**src/rtl/reg_8_pkg.sv**
```systemverilog
// Shared constants and types for the reg_8 enable-gated data register.
package reg_8_pkg;

    localparam int REG_8_DEFAULT_WIDTH = 8;

    typedef logic [REG_8_DEFAULT_WIDTH-1:0] reg_8_data_t;

endpackage : reg_8_pkg

```
**src/rtl/reg_8_if.sv**
```systemverilog
// Load/clear/data bus of reg_8. The q_par signal exists only when REG_8_PARITY_EN is defined.
import reg_8_pkg::*;

interface reg_8_if #(
    parameter int WIDTH = REG_8_DEFAULT_WIDTH
);
    logic             clr;
    logic             en;
    logic [WIDTH-1:0] d;
    logic [WIDTH-1:0] q;
    logic             q_valid;
`ifdef REG_8_PARITY_EN
    logic             q_par;

    modport master (output clr, en, d, input q, q_valid, q_par);
    modport slave  (input clr, en, d, output q, q_valid, q_par);
`else
    modport master (output clr, en, d, input q, q_valid);
    modport slave  (input clr, en, d, output q, q_valid);
`endif
endinterface : reg_8_if

```
**src/rtl/reg_8_par_gen.sv**
```systemverilog
// Combinational even-parity generator: o_par is 1 when i_data has an odd number of ones.
module reg_8_par_gen #(
    parameter int WIDTH = 8
) (
    input  logic [WIDTH-1:0] i_data,
    output logic             o_par
);
    assign o_par = ^i_data;
endmodule : reg_8_par_gen

```
**src/rtl/reg_8.sv**
```systemverilog
// Enable-gated register with sync reset, sync clear and a loaded flag.
// Define REG_8_PARITY_EN to add a registered even-parity output (q_par).
import reg_8_pkg::*;

module reg_8 #(
    parameter int               WIDTH     = REG_8_DEFAULT_WIDTH,
    parameter logic [WIDTH-1:0] RESET_VAL = {WIDTH{1'b0}}
) (
    input logic    clk,
    input logic    reset,
    reg_8_if.slave bus
);
    logic [WIDTH-1:0] r_q;
    logic             r_valid;
    logic [WIDTH-1:0] w_next_q;
    logic             w_next_valid;

    // Priority below reset: clr, then en, else hold.
    always_comb begin
        w_next_q     = r_q;
        w_next_valid = r_valid;
        if (bus.clr) begin
            w_next_q     = RESET_VAL;
            w_next_valid = 1'b0;
        end else if (bus.en) begin
            w_next_q     = bus.d;
            w_next_valid = 1'b1;
        end
    end

`ifdef REG_8_PARITY_EN
    logic r_par;
    logic w_next_par;

    reg_8_par_gen #(.WIDTH(WIDTH)) u_par_gen (
        .i_data (w_next_q),
        .o_par  (w_next_par)
    );

    always_ff @(posedge clk) begin
        if (reset) begin
            r_q     <= RESET_VAL;
            r_valid <= 1'b0;
            r_par   <= ^RESET_VAL;
        end else begin
            r_q     <= w_next_q;
            r_valid <= w_next_valid;
            r_par   <= w_next_par;
        end
    end

    assign bus.q_par = r_par;
`else
    always_ff @(posedge clk) begin
        if (reset) begin
            r_q     <= RESET_VAL;
            r_valid <= 1'b0;
        end else begin
            r_q     <= w_next_q;
            r_valid <= w_next_valid;
        end
    end
`endif

    assign bus.q       = r_q;
    assign bus.q_valid = r_valid;

endmodule : reg_8

```
**src/flat_wrapper.sv**
```systemverilog
// flat-port wrapper written by rule: the top's interface ports become plain ports
module reg_8_flat 
#(
    parameter int               WIDTH     = REG_8_DEFAULT_WIDTH,
    parameter logic [WIDTH-1:0] RESET_VAL = {WIDTH{1'b0}}
)
  (clk, reset, bus_clr, bus_en, bus_d, bus_q, bus_q_valid);
  reg_8_if #(.WIDTH(WIDTH)) bus_i ();
  input logic clk;
  input logic reset;
  input wire logic [$bits(bus_i.clr)-1:0] bus_clr;
  input wire logic [$bits(bus_i.en)-1:0] bus_en;
  input wire logic [$bits(bus_i.d)-1:0] bus_d;
  output wire logic [$bits(bus_i.q)-1:0] bus_q;
  output wire logic [$bits(bus_i.q_valid)-1:0] bus_q_valid;
  assign bus_i.clr = bus_clr;
  assign bus_i.en = bus_en;
  assign bus_i.d = bus_d;
  assign bus_q = bus_i.q;
  assign bus_q_valid = bus_i.q_valid;
  reg_8 #(.WIDTH(WIDTH), .RESET_VAL(RESET_VAL)) u_core (.clk(clk), .reset(reset), .bus(bus_i));
endmodule
```
**config.mk**
```make
export PLATFORM = sky130hd
export DESIGN_NAME = reg_8_flat
export DESIGN_NICKNAME = d
export VERILOG_FILES = /design/src/rtl/reg_8_pkg.sv /design/src/rtl/reg_8_if.sv /design/src/rtl/reg_8_par_gen.sv /design/src/rtl/reg_8.sv /design/src/flat_wrapper.sv
export SDC_FILE = /design/constraint.sdc
export NUM_CORES = 1
export LEC_CHECK = 0
export BUFFER_PORTS_ARGS = -buffer_cell sky130_fd_sc_hd__buf_4
export CORE_AREA = 8 8 45 47
export DETAILED_ROUTE_END_ITERATION = 8
export DIE_AREA = 0 0 53 55
export MAX_ROUTING_LAYER = met4
export PLACE_DENSITY = 0.56
export SKIP_LAST_GASP = 1
export SYNTH_ARGS = -nofsm -noshare
export SYNTH_HDL_FRONTEND = slang
export SYNTH_SLANG_ARGS = --single-unit
```
**constraint.sdc**
```tcl
create_clock -name clk -period 0.8 [get_ports clk]
set_input_delay 0.16 -clock clk [delete_from_list [all_inputs] [get_ports clk]]
set_output_delay 0.16 -clock clk [all_outputs]
set_load 0.005 [all_outputs]
```
==> results.md, run 1 <==
Floorplanning:
- The floorplan has 14 rows.
- The floorplan step set the die height to 55 um.
- The starting density of the core is between 20% and 30%.
- The total I/O pin count is 21.
- The die footprint is 0.002915 mm2.
- The area of the placeable core is 0.001384 mm2.
- The width of the chip is 53 um.

Timing:
- The total setup violations reported at the end of the flow is 9.
- The final critical path time including I/O delays and setup is 0.8530 ns.
- The max-slew headroom at the worst pin is 81.77%.
- For the final database, setup skew stands at 0 ns.
- Static timing analysis puts the maximum clock frequency at 1.172 GHz.
- The ratio of final minimum period to clock period is 106.6%.
- The count of pins over their slew limit is 0.
- Setup repair after global routing could not meet its margin everywhere.
- For the pin with the worst max-slew slack, the measured transition is 0.2734 ns.
- The final-layout worst hold slack is between 0.1 and 0.15 ns.
- Setup slack on the critical path of the routed design comes to -0.05297 ns.
- Summed over all failing endpoints, the final setup total negative slack is -0.3725 ns.
- The final number of hold-violating endpoints is 0.

Clock network:
- The clock root buffer master is sky130_fd_sc_hd__clkbuf_4.
- The total clock sinks is 9.
- The clock passes through at most 2 buffers.
- In this run the number of H-tree levels came out at 1.
- TritonCTS created 3 clock buffers.
- TritonCTS built the clock tree.
- At the later pin of the worst-skew pair, clock insertion delay measures 0.25 ns.
- The clock transition time at the flip-flop clock pins of the worst setup and hold paths is 0.06 ns.

Layout:
- The post-synthesis to final-layout area growth is 71.32%.
- Excluding fillers, the count of instances in the completed layout stands at 69.
- The repair_antennas step left the layout with diodes totalling 0.
- The post-route netlist has about 62% of its cells at a drive strength greater than 1.
- The filler cell count is ~150.
- The area of all placed cells without fillers is 553.0 um2.
- The net count reported at finish is 66.

Global route:
- Summed over all layers, the global routing overflow is 0.
- For this run, the total global-route usage over all layers was measured as 5.982%.
- The first global-routing pass estimated 1.159 mm of wire.
- The largest net degree at the start of global routing is 10.
- The via count of the first global-routing pass is about 310.
- The number of antenna violations at the first check in global routing is 0.

Synth:
- The proportion of synthesized chip area in sequential cells is 55.81%.
- After technology mapping, the gate count stands at 30.
- In the post-synthesis netlist, the biggest area contributors are sky130_fd_sc_hd__dfxtp_1 56%, sky130_fd_sc_hd__mux2i_1 25%, sky130_fd_sc_hd__nor2_1 12%.
- Dividing the synthesized area by the synthesized cell count gives roughly 11 um2.
- After synthesis, the share of flip-flops with an asynchronous set or reset is 0%.
- The synthesis-stage register bit count is 9.
- The top cell type by area accounts for 55.81% of the synthesized area.
- After synthesis, the netlist uses 6 different library cells.
- The cell type with the largest total area after synthesis is sky130_fd_sc_hd__dfxtp_1.
- The library cell with the highest instance count after synthesis is sky130_fd_sc_hd__nor2_1.
- The synthesized netlist occupies a cell area of about 320 um2.
- In the synthesized netlist the dominant register cell turns out to be sky130_fd_sc_hd__dfxtp_1.
- After synthesis, the most frequently instantiated cells are 10 x sky130_fd_sc_hd__nor2_1, 9 x sky130_fd_sc_hd__dfxtp_1, 8 x sky130_fd_sc_hd__mux2i_1.
- For this run, the number of Yosys warnings is 0.
- In this run, synthesis inferred 0 flip-flops with an integrated enable.
- The synthesized netlist net count is 42.

Place:
- The placed wire-length estimate after detailed placement is 590.5 um.
- The placed standard-cell area is ~470 um2.
- Input and output buffers added on the ports amount to 20.
- The number of placed instances, taps included, is 64.
- The final weighted congestion in routability-driven placement is between 0.6 and 0.7.

Job:
- The total of max-cap violations is 0.

Worst setup path:
- The largest single stage delay on the critical path is 0.33 ns.
- The critical register-to-register path startpoint is u_core.bus.q[6]$_SDFFE_PP0P_.
- The category of cells accounting for the largest share of critical-path delay is flip-flops.
- The critical path is of the flop to output port type.
- The capture instance of the worst register-to-register path is u_core.bus.q[6]$_SDFFE_PP0P_.
- Counting cells, the worst reg-to-reg path comes to 3.
- Traced cell by cell, the critical path runs through buf_6.
- At the worst endpoint, the arrival time is between 0.6 and 0.7 ns.
- In this run the register-to-register setup slack is 0.07 ns.
- The worst setup path is launched from a flop.
- The slowest stage of the critical path is the sky130_fd_sc_hd__dfxtp_2 cell.
- The buffers plus inverters on the worst setup path is 1.
- The maximum fanout count along the critical path is 2.
- STA classifies the critical path endpoint as an output port.
- The required time reported for the critical path endpoint is around 0.64 ns.

Drt:
- Before antenna repair, the detailed router went through 2 iterations.
- Dividing the detail-routed wire length by the instance count gives 11.28 um.
- The number of vias per cell is 4.130.
- The DRC violation total after the first TritonRoute iteration is 2.
- The remaining number of nets flagged by the antenna check after routing is 0.
- For this block, the routed nets add up to between 700 and 800 um of wire.
- The routed layout has 285 vias.
- The count of unresolved DRC violations after routing is 0.

Worst hold path:
- The worst min-delay path category is input port to flop.
- The worst hold path was traced through 3 stages.
- The worst hold path terminates at u_core.bus.q[1]$_SDFFE_PP0P_.
- The startpoint of the lowest-slack hold path is bus_d[1].

Outcome:
- The final reports fail on negative setup slack.
- The flow ran to the end, but the final reports show violations.

Power and ir drop:
- The worst-case IR drop observed on VDD is 0.7036 mV.
- Dividing total power by cell area gives a power density of 1700 mW/mm2.
- In this run the static leakage power is 0.2683 nW.
- The post-route total power is 0.0009401 W.
[per-stage QoR]
stage	utilization, %	setup slack [ns]
floorplan	-	0.1438
global placement	34.27	0.00007988
detailed placement	34.27	-0.006513
CTS	39.96	-0.06334
global route	39.96	-0.07972
finish	39.96	-0.05297
[flip-flops by register name, indices dropped and copies added, names as in the netlist]
| name | cells |
|---|---|
| u_core.bus.q | 8 |
| u_core.bus.q_valid | 1 |
[per-layer routing]
metal / vias to the layer above / global-route usage [%] / wire length (um)
li1: 142 / - / -
met1: 127 / 6.269 / 345
met2: 14 / 7.031 / 343
met3: 2 / 3.743 / 77
met4: 0 / 6.466 / 12
met5: - / - / 0
[layout by cell type, fill, tap and decap left out, drive strengths merged]
| cell type | synthesis | routed |
|---|---|---|
| buf | 2 | 21 |
| clkbuf | 0 | 4 |
| dfxtp | 9 | 9 |
| mux2i | 8 | 8 |
| nor2 | 10 | 10 |
| or2 | 1 | 1 |
[where the power goes]
group          internal (W)  switching [W]  leakage (nW)
clock network      0.000191       0.000146        0.0150
logic             0.0000841      0.0000410         0.176
registers          0.000467      0.0000107        0.0774
[final cells by class]
class / instances / area, um2 / area share (%)
well taps: 16 / 20.02 / 3.620
repair buffers: 21 / 191.4 / 34.62
flip-flops and latches: 9 / 191.4 / 34.62
multi-input cells: 19 / 123.9 / 22.40
clock buffers: 4 / 26.28 / 4.751
[cells by family after synthesis]
| logic type | synth area share (%) |
|---|---|
| mux | 24.81 |
| buf+inv | 5.815 |
| flops | 55.81 |
| simple gates | 13.57 |
[how the worst max path moves through the flow]
stage / start / endpoint / slack, ns / depth (start not counted)
3_5_place_dp: bus_clr / u_core.bus.q[6]$_SDFFE_PP0P_ / -0.007 / 3
5_1_grt: u_core.bus.q_valid$_SDFFE_PP0P_ / bus_q_valid / -0.08 / 1
4_1_cts: u_core.bus.q_valid$_SDFFE_PP0P_ / bus_q_valid / -0.06 / 1
3_3_place_gp: bus_clr / u_core.bus.q[6]$_SDFFE_PP0P_ / 0.00008 / 3
2_1_floorplan: bus_en / u_core.bus.q[0]$_SDFFE_PP0P_ / 0.14 / 3
6_report: u_core.bus.q_valid$_SDFFE_PP0P_ / bus_q_valid / -0.05 / 1
[what timing repair did]
action | 4_1_cts | 5_1_grt
buffers inserted | 1 | 0
gates resized for setup | 18 | 0
pin swaps | 0 | 0
endpoints found under the setup margin | 9 | 9
endpoints found under the hold margin | 0 | 0
hold buffers | 0 | 0
(Power assumes the default switching activity.)
==> run 2: changes to the inputs <==
- CORE_AREA: 8 8 45 47 -> 4 4 41 43
- CTS_BUF_LIST: unset -> sky130_fd_sc_hd__clkbuf_4 sky130_fd_sc_hd__clkbuf_8 sky130_fd_sc_hd__clkbuf_16
- DIE_AREA: 0 0 53 55 -> 0 0 45 47
- MAX_ROUTING_LAYER: met4 -> unset
==> run 2 against run 1 <==
Effect of this change:
- the flow still finishes with violations (negative setup slack)
- worst setup slack improved by 0.0089 ns
- total power rose by 3.7%
- sequential power barely moved
- non-clock buffer count fell by 1
- critical endpoint is now bus_q[6]
- largest power group unchanged
- highest routed layer is now met3
==> results.md, run 2 (synthesis gave the netlist of run 1 again) <==
Floorplanning:
- The area of the placeable core came to 0.001301 mm2 (was 0.001384 mm2).
- The total I/O pin count came to 21 (unchanged).
- The starting density of the core came to 24.81% (was 23.33%).
- The number of placement rows came to 13 (was 14).
- The vertical extent of the die is 47 um (was 55 um).
- The width of the chip is 45 um (was 53 um).
- The die footprint is 0.002115 mm2 (was 0.002915 mm2).

Clock network:
- The total clock sinks is 9 (unchanged).
- The clock transition time at the flip-flop clock pins of the worst setup and hold paths came to 0.06 ns (about the same).
- The clock root buffer master is sky130_fd_sc_hd__clkbuf_4 (unchanged).
- The worst-case clock buffer depth is 2 (unchanged).
- The maximum level of the CTS H-tree is 1 (unchanged).
- The post-cts hold buffer count is 0 (unchanged).
- The number of buffers inserted by post-CTS setup repair was 0 (was 1).
- The TritonCTS clock tree is built (unchanged).
- The later-pin clock latency in the skew report is 0.25 ns (about the same).
- The TritonCTS buffer count is 3 (unchanged).

Job:
- The total of max-cap violations is 0 (unchanged).

Layout:
- The net count reported at finish is 65 (was 66).
- The count of inserted antenna diode cells is 0 (unchanged).
- The number of flip-flops under the largest register name is 8 (unchanged).
- The post-synthesis to final-layout area growth is 69.77% (was 71.32%).
- The area of all placed cells without fillers came to 548.0 um2 (was 553.0 um2).
- The most common library cell in the layout ignoring fill and taps is sky130_fd_sc_hd__buf_4 (unchanged).
- Highest-count cells in the layout ignoring fill and taps: 11 x sky130_fd_sc_hd__buf_4, 10 x sky130_fd_sc_hd__nor2_1, 9 x sky130_fd_sc_hd__buf_6, 9 x sky130_fd_sc_hd__dfxtp_2, 8 x sky130_fd_sc_hd__mux2i_1 (was 12 x sky130_fd_sc_hd__buf_4, 10 x sky130_fd_sc_hd__nor2_1, 9 x sky130_fd_sc_hd__buf_6, 9 x sky130_fd_sc_hd__dfxtp_2, 8 x sky130_fd_sc_hd__mux2i_1).
- The fraction of final layout cells sized beyond drive strength 1 is 63.46% (was 62.26%).
- The filler cell count was 145 (was 153).

Power and ir drop:
- The worst supply voltage drop on vdd is 1.642 mV (was 0.7036 mV).
- The cell area power density came to 1778 mW/mm2 (was 1700 mW/mm2).
- The power spent charging and discharging nets is 0.0001996 W (was 0.0001975 W).
- The proportion of power drawn by combinational gates is 12.5% (was 13.3%).
- The internal power contribution is 0.0007748 W (was 0.0007426 W).
- The clock share of power is 38.5% (was 35.9%).
- The fraction of power spent switching nets is 20.49% (was 21.01%).
- The standby leakage power is 0.2664 nW (was 0.2683 nW).
- The proportion of power drawn by flip-flops and latches is 49.0% (was 50.8%).

Worst setup path:
- The required time reported for the critical path endpoint was 0.64 ns (about the same).
- Chain of cells forming the critical path: buf_6 (unchanged).
- The worst-path cell with the longest stage delay is sky130_fd_sc_hd__dfxtp_2 (unchanged).
- The number of cells on the worst reg-to-reg path is 2 (was 3).
- The buffers plus inverters on the worst setup path is 1 (unchanged).
- The type of origin of the critical path is a flop (unchanged).
- The kind of critical path was flop to output port (unchanged).
- The maximum fanout count along the critical path is 2 (unchanged).
- The endpoint type of the worst setup path is an output port (unchanged).
- The logic depth of the worst setup path including buffers is 1 (unchanged).
- The category of cells accounting for the largest share of critical-path delay is flip-flops (unchanged).
- The arrival time at the worst endpoint is 0.68 ns (was 0.69 ns).
- The longest individual stage delay on the worst path was 0.32 ns (was 0.33 ns).

Place:
- The final weighted congestion in routability-driven placement came to 0.6389 (was 0.6101).
- The number of port buffers came to 20 (unchanged).
- The placed standard-cell area is 473.0 um2 (was 474.2 um2).

Outcome:
- Run status: finished with violations (unchanged).
- Failing checks: negative setup slack (unchanged).

Timing:
- The final critical path time including I/O delays and setup is 0.8441 ns (was 0.8530 ns).
- The final critical-path setup slack was -0.04411 ns (was -0.05297 ns).
- The max-slew headroom at the worst pin was 82.68% (was 81.77%).
- The final number of hold-violating endpoints is 0 (unchanged).
- Unrepaired setup endpoints after global routing: true (unchanged).
- The total setup violations reported at the end of the flow was 9 (unchanged).
- The count of pins over their slew limit is 0 (unchanged).
- The largest clock skew in the final design is 0 ns (unchanged).
- The transition time at the pin with the least slew margin is 0.2598 ns (was 0.2734 ns).
- The ratio of final minimum period to clock period came to 105.5% (was 106.6%).
- The highest attainable clock frequency is 1.185 GHz (was 1.172 GHz).
- The final-layout worst hold slack is 0.1386 ns (was 0.1380 ns).

Drt:
- The count of unresolved DRC violations after routing was 0 (unchanged).
- The met2 wire length is 339 um (was 343 um).
- The top layer used by detailed routing is met3 (was met4).
- The sum of routed wire length over all layers came to 665 um (was 778 um).
- The post-detailed-route wirelength per cell was 9.925 um (was 11.28 um).
- The routed metal-1 wire length is 229 um (was 345 um).
- The DRC violation total after the first TritonRoute iteration is 1 (was 2).
- The number of vias per cell is 4.015 (was 4.130).
- The wire length on met3 is 96 um (was 77 um).
- The remaining number of nets flagged by the antenna check after routing was 0 (unchanged).
- The number of optimization iterations in the first detailed-route pass is 3 (was 2).
- The routed via count came to 269 (was 285).

Global route:
- The largest net degree at the start of global routing is 10 (unchanged).
- The via count of the first global-routing pass is 266 (was 312).
- The number of antenna violations at the first check in global routing came to 0 (unchanged).
- The total global routing track utilization is 6.984% (was 5.982%).
- The total congestion overflow after global routing is 0 (unchanged).
- The first-pass GRT wire length is 1.041 mm (was 1.159 mm).

Worst hold path:
- The worst min-delay path category is input port to flop (unchanged).
- The worst hold path depth is 3 (unchanged).
run 2: cell count changes in the layout (fill, tap and decap cells not counted):
cell / change
sky130_fd_sc_hd__buf_4: -1
sky130_fd_sc_hd__clkbuf_1: -1
sky130_fd_sc_hd__clkbuf_4: +1
run 2: final timing paths:
path	slack, ns	endpoint	start
worst max-delay path	-0.04	bus_q[6]	u_core.bus.q[6]$_SDFFE_PP0P_
worst min-delay path	0.14	u_core.bus.q[1]$_SDFFE_PP0P_	bus_d[1]
worst max register to register	0.17	u_core.bus.q[2]$_SDFFE_PP0P_	u_core.bus.q[2]$_SDFFE_PP0P_
worst min register to register	0.48	u_core.bus.q_valid$_SDFFE_PP0P_	u_core.bus.q_valid$_SDFFE_PP0P_
run 2: final cells by class:
cell class | instances | area [um2] | share of cell area [%]
Sequential cell | 9 | 191.4 | 34.93
Clock buffer | 4 | 30.03 | 5.479
Multi-Input combinational cell | 19 | 123.9 | 22.60
Timing Repair Buffer | 20 | 183.9 | 33.56
Tap cell | 15 | 18.77 | 3.425
run 2: worst register-to-register path, cell delays in order, from the launching register on:
cell                      delay, ns
sky130_fd_sc_hd__dfxtp_2       0.32
sky130_fd_sc_hd__mux2i_1       0.13
sky130_fd_sc_hd__nor2_1        0.06
run 2: power by group through the flow:
stage / combinational, W / sequential [W] / clock, W
floorplan: 0.0000524 / 0.000483 / 0
global placement: 0.000115 / 0.000482 / 0
detailed placement: 0.000116 / 0.000482 / 0
CTS: 0.000125 / 0.000478 / 0.000387
global route: 0.000135 / 0.000479 / 0.000414
finish: 0.000122 / 0.000478 / 0.000375
run 2: stage by stage:
| step | worst slack (ns) | setup TNS, ns | power, W | utilization (%) | cells |
|---|---|---|---|---|---|
| finish | -0.04411 | -0.3774 | 0.0009744 | 42.12 | 67 |
| global placement | 0.009843 | 0 | 0.0005967 | 36.35 | 63 |
| detailed placement | 0.001171 | 0 | 0.0005980 | 36.35 | 63 |
| CTS | -0.05593 | -0.4596 | 0.0009904 | 42.12 | 67 |
| floorplan | 0.1438 | 0 | 0.0005350 | - | 30 |
| global route | -0.07652 | -0.6198 | 0.001028 | 42.12 | 67 |
run 2: timing repair:
item | CTS | global route
gates resized for setup | 18 | 0
setup endpoints to repair | 9 | 9
hold endpoints to repair | 0 | 0
run 2: routing by layer:
metal | up-vias | track usage [%]
met5 | - | 0
met2 | 13 | 11.02
li1 | 139 | -
met4 | 0 | 0
met1 | 117 | 7.604
met3 | 0 | 6.130
==> run 3: changes to the inputs <==
- CTS_BUF_LIST: sky130_fd_sc_hd__clkbuf_4 sky130_fd_sc_hd__clkbuf_8 sky130_fd_sc_hd__clkbuf_16 -> sky130_fd_sc_hd__clkbuf_8
- SETUP_SLACK_MARGIN: unset -> 0.02
==> run 3 against run 2 <==
Effect of this change:
- the flow still finishes with violations (negative setup slack)
- via count rose by 1.1%
- die area did not move
- combinational power barely moved
- utilization rose by 1.2 points
- global-route usage rose by 0.32 points
- final cell count did not move
- critical path type unchanged
- largest cell class unchanged
==> results.md, run 3 (synthesis gave the netlist of run 1 again) <==
Outcome:
- Run status: finished with violations (unchanged).
- Failing checks: negative setup slack (unchanged).

Worst hold path:
- The startpoint of the lowest-slack hold path is bus_d[1] (unchanged).
- The worst hold path endpoint is u_core.bus.q[1]$_SDFFE_PP0P_ (unchanged).
- The worst hold path depth is 3 (unchanged).
- The worst min-delay path category is input port to flop (unchanged).

Global route:
- The number of antenna violations at the first check in global routing is 0 (unchanged).
- The largest net degree at the start of global routing is 10 (unchanged).
- The first-pass GRT wire length came to 1.055 mm (was 1.041 mm).
- The total congestion overflow after global routing is 0 (unchanged).
- The total global routing track utilization came to 7.302% (was 6.984%).
- The via count of the first global-routing pass is 271 (was 266).

Timing:
- Unrepaired setup endpoints after global routing: true (unchanged).
- The count of pins over their slew limit is 0 (unchanged).
- The final number of hold-violating endpoints is 0 (unchanged).
- The highest attainable clock frequency is 1.230 GHz (was 1.185 GHz).
- The largest clock skew in the final design is 0 ns (unchanged).
- The transition time at the pin with the least slew margin is 0.2599 ns (was 0.2598 ns).
- The total negative slack for setup checks is -0.09423 ns (was -0.3774 ns).
- The ratio of final minimum period to clock period is 101.6% (was 105.5%).
- The total setup violations reported at the end of the flow was 9 (unchanged).
- The max-slew headroom at the worst pin came to 82.67% (was 82.68%).
- The final critical path time including I/O delays and setup is 0.8127 ns (was 0.8441 ns).
- The final critical-path setup slack is -0.01273 ns (was -0.04411 ns).

Worst setup path:
- The maximum fanout count along the critical path came to 2 (unchanged).
- The number of cells on the worst reg-to-reg path is 2 (unchanged).
- The type of origin of the critical path was a flop (unchanged).
- The longest individual stage delay on the worst path is 0.32 ns (about the same).
- The required time reported for the critical path endpoint is 0.64 ns (about the same).
- The worst-path cell with the longest stage delay is sky130_fd_sc_hd__dfxtp_2 (unchanged).
- The buffers plus inverters on the worst setup path came to 1 (unchanged).
- The endpoint type of the worst setup path is an output port (unchanged).
- The critical register-to-register path startpoint is u_core.bus.q[2]$_SDFFE_PP0P_ (unchanged).
- Chain of cells forming the critical path: buf_6 (unchanged).
- The category of cells accounting for the largest share of critical-path delay is flip-flops (unchanged).
- The arrival time at the worst endpoint is 0.65 ns (was 0.68 ns).
- The kind of critical path is flop to output port (unchanged).
- The capture instance of the worst register-to-register path is u_core.bus.q[2]$_SDFFE_PP0P_ (unchanged).
- The launching element of the worst setup path is u_core.bus.q_valid$_SDFFE_PP0P_ (was u_core.bus.q[6]$_SDFFE_PP0P_).
- The worst-case register-to-register setup slack came to 0.18 ns (was 0.17 ns).

Clock network:
- The number of buffers inserted by post-CTS setup repair is 0 (unchanged).
- The post-cts hold buffer count is 0 (unchanged).
- The later-pin clock latency in the skew report is 0.23 ns (was 0.25 ns).
- The maximum level of the CTS H-tree came to 1 (unchanged).
- The TritonCTS clock tree is built (unchanged).
- The worst-case clock buffer depth is 2 (unchanged).
- The clock root buffer master is sky130_fd_sc_hd__clkbuf_8 (was sky130_fd_sc_hd__clkbuf_4).
- The clock transition time at the flip-flop clock pins of the worst setup and hold paths is 0.05 ns (was 0.06 ns).
- The total clock sinks is 9 (unchanged).
- The TritonCTS buffer count is 3 (unchanged).

Drt:
- The routed via count was 272 (was 269).
- The number of vias per cell is 4.060 (was 4.015).
- The number of optimization iterations in the first detailed-route pass was 3 (unchanged).
- The remaining number of nets flagged by the antenna check after routing is 0 (unchanged).
- The DRC violation total after the first TritonRoute iteration came to 4 (was 1).
- The post-detailed-route wirelength per cell came to 10.01 um (was 9.925 um).
- The sum of routed wire length over all layers is 671 um (was 665 um).
- The count of unresolved DRC violations after routing is 0 (unchanged).

Floorplanning:
- The starting density of the core was 24.81% (unchanged).
- The width of the chip is 45 um (unchanged).
- The area of the placeable core was 0.001301 mm2 (unchanged).
- The die footprint came to 0.002115 mm2 (unchanged).
- The vertical extent of the die is 47 um (unchanged).
- The number of placement rows is 13 (unchanged).
- The total I/O pin count came to 21 (unchanged).

Layout:
- The number of flip-flops under the largest register name is 8 (unchanged).
- The post-synthesis to final-layout area growth came to 74.42% (was 69.77%).
- The count of inserted antenna diode cells is 0 (unchanged).
- The net count reported at finish is 65 (unchanged).
- The area of all placed cells without fillers came to 563.0 um2 (was 548.0 um2).
- The fraction of final layout cells sized beyond drive strength 1 came to 61.54% (was 63.46%).
- The final core utilization is 43.27% (was 42.12%).
- The most common library cell in the layout ignoring fill and taps is sky130_fd_sc_hd__buf_4 (unchanged).
- Highest-count cells in the layout ignoring fill and taps: 11 x sky130_fd_sc_hd__buf_4, 10 x sky130_fd_sc_hd__nor2_1, 9 x sky130_fd_sc_hd__buf_6, 9 x sky130_fd_sc_hd__dfxtp_2, 8 x sky130_fd_sc_hd__mux2i_1 (unchanged).

Power and ir drop:
- The cell area power density is 1963 mW/mm2 (was 1778 mW/mm2).
- The worst supply voltage drop on vdd is 1.770 mV (was 1.642 mV).
- The post-route total power was 0.001105 W (was 0.0009744 W).
- The standby leakage power came to 0.2749 nW (was 0.2664 nW).

Place:
- The placed standard-cell area is 473.0 um2 (unchanged).
- The final weighted congestion in routability-driven placement is 0.6389 (unchanged).
- The number of port buffers was 20 (unchanged).

Job:
- The total of max-cap violations came to 0 (unchanged).
-- run 3: cell count changes in the layout (fill, tap and decap cells not counted) --
cell / change
sky130_fd_sc_hd__clkbuf_4: -4
sky130_fd_sc_hd__clkbuf_8: +3
sky130_fd_sc_hd__inv_1: +1
-- run 3: metrics by stage --
step / hold WS, ns / cells / worst slack (ns)
floorplan: 0.3072 / 30 / 0.1438
global placement: 0.4046 / 63 / 0.009843
detailed placement: 0.4053 / 63 / 0.001171
CTS: 0.1721 / 67 / -0.02111
global route: 0.1794 / 67 / -0.03800
finish: 0.1677 / 67 / -0.01273
-- run 3: layer usage --
layer / GRT usage [%] / vias to the layer above / share of wire (%)
met5: 0 / - / 0
met4: 1.754 / 0 / 0
met3: 6.130 / 0 / 14
met2: 11.58 / 14 / 50
met1: 7.373 / 119 / 36
li1: - / 139 / -
-- run 3: worst register-to-register path, cell delays in order (launching register included) --
cell	delay [ns]
sky130_fd_sc_hd__dfxtp_2	0.32
sky130_fd_sc_hd__mux2i_1	0.13
sky130_fd_sc_hd__nor2_1	0.06
-- run 3: power by group --
part           internal [W]  switching (W)  total [W]
clock network      0.000333       0.000170   0.000504
registers          0.000469      0.0000105   0.000480
logic             0.0000823      0.0000397   0.000122
total              0.000885       0.000221    0.00111
-- run 3: repair_timing --
item	CTS	global route
cloned	0	0
setup endpoints to repair	9	9
pin swaps	0	0
gates resized for setup	18	0
-- run 3: worst max path at each step --
stage,to,slack (ns),depth (start not counted)
global placement,u_core.bus.q[2]$_SDFFE_PP0P_,0.01,3
floorplan,u_core.bus.q[0]$_SDFFE_PP0P_,0.14,3
CTS,bus_q_valid,-0.02,1
finish,bus_q_valid,-0.01,1
global route,bus_q[1],-0.04,1
detailed placement,u_core.bus.q_valid$_SDFFE_PP0P_,0.001,3
-- run 3: layout make-up --
cell class | instances | area [um2]
Multi-Input combinational cell | 19 | 123.9
Clock buffer | 3 | 41.29
Tap cell | 15 | 18.77
Fill cell | 141 | 738.2
Sequential cell | 9 | 191.4
Clock inverter | 1 | 3.754
Timing Repair Buffer | 20 | 183.9
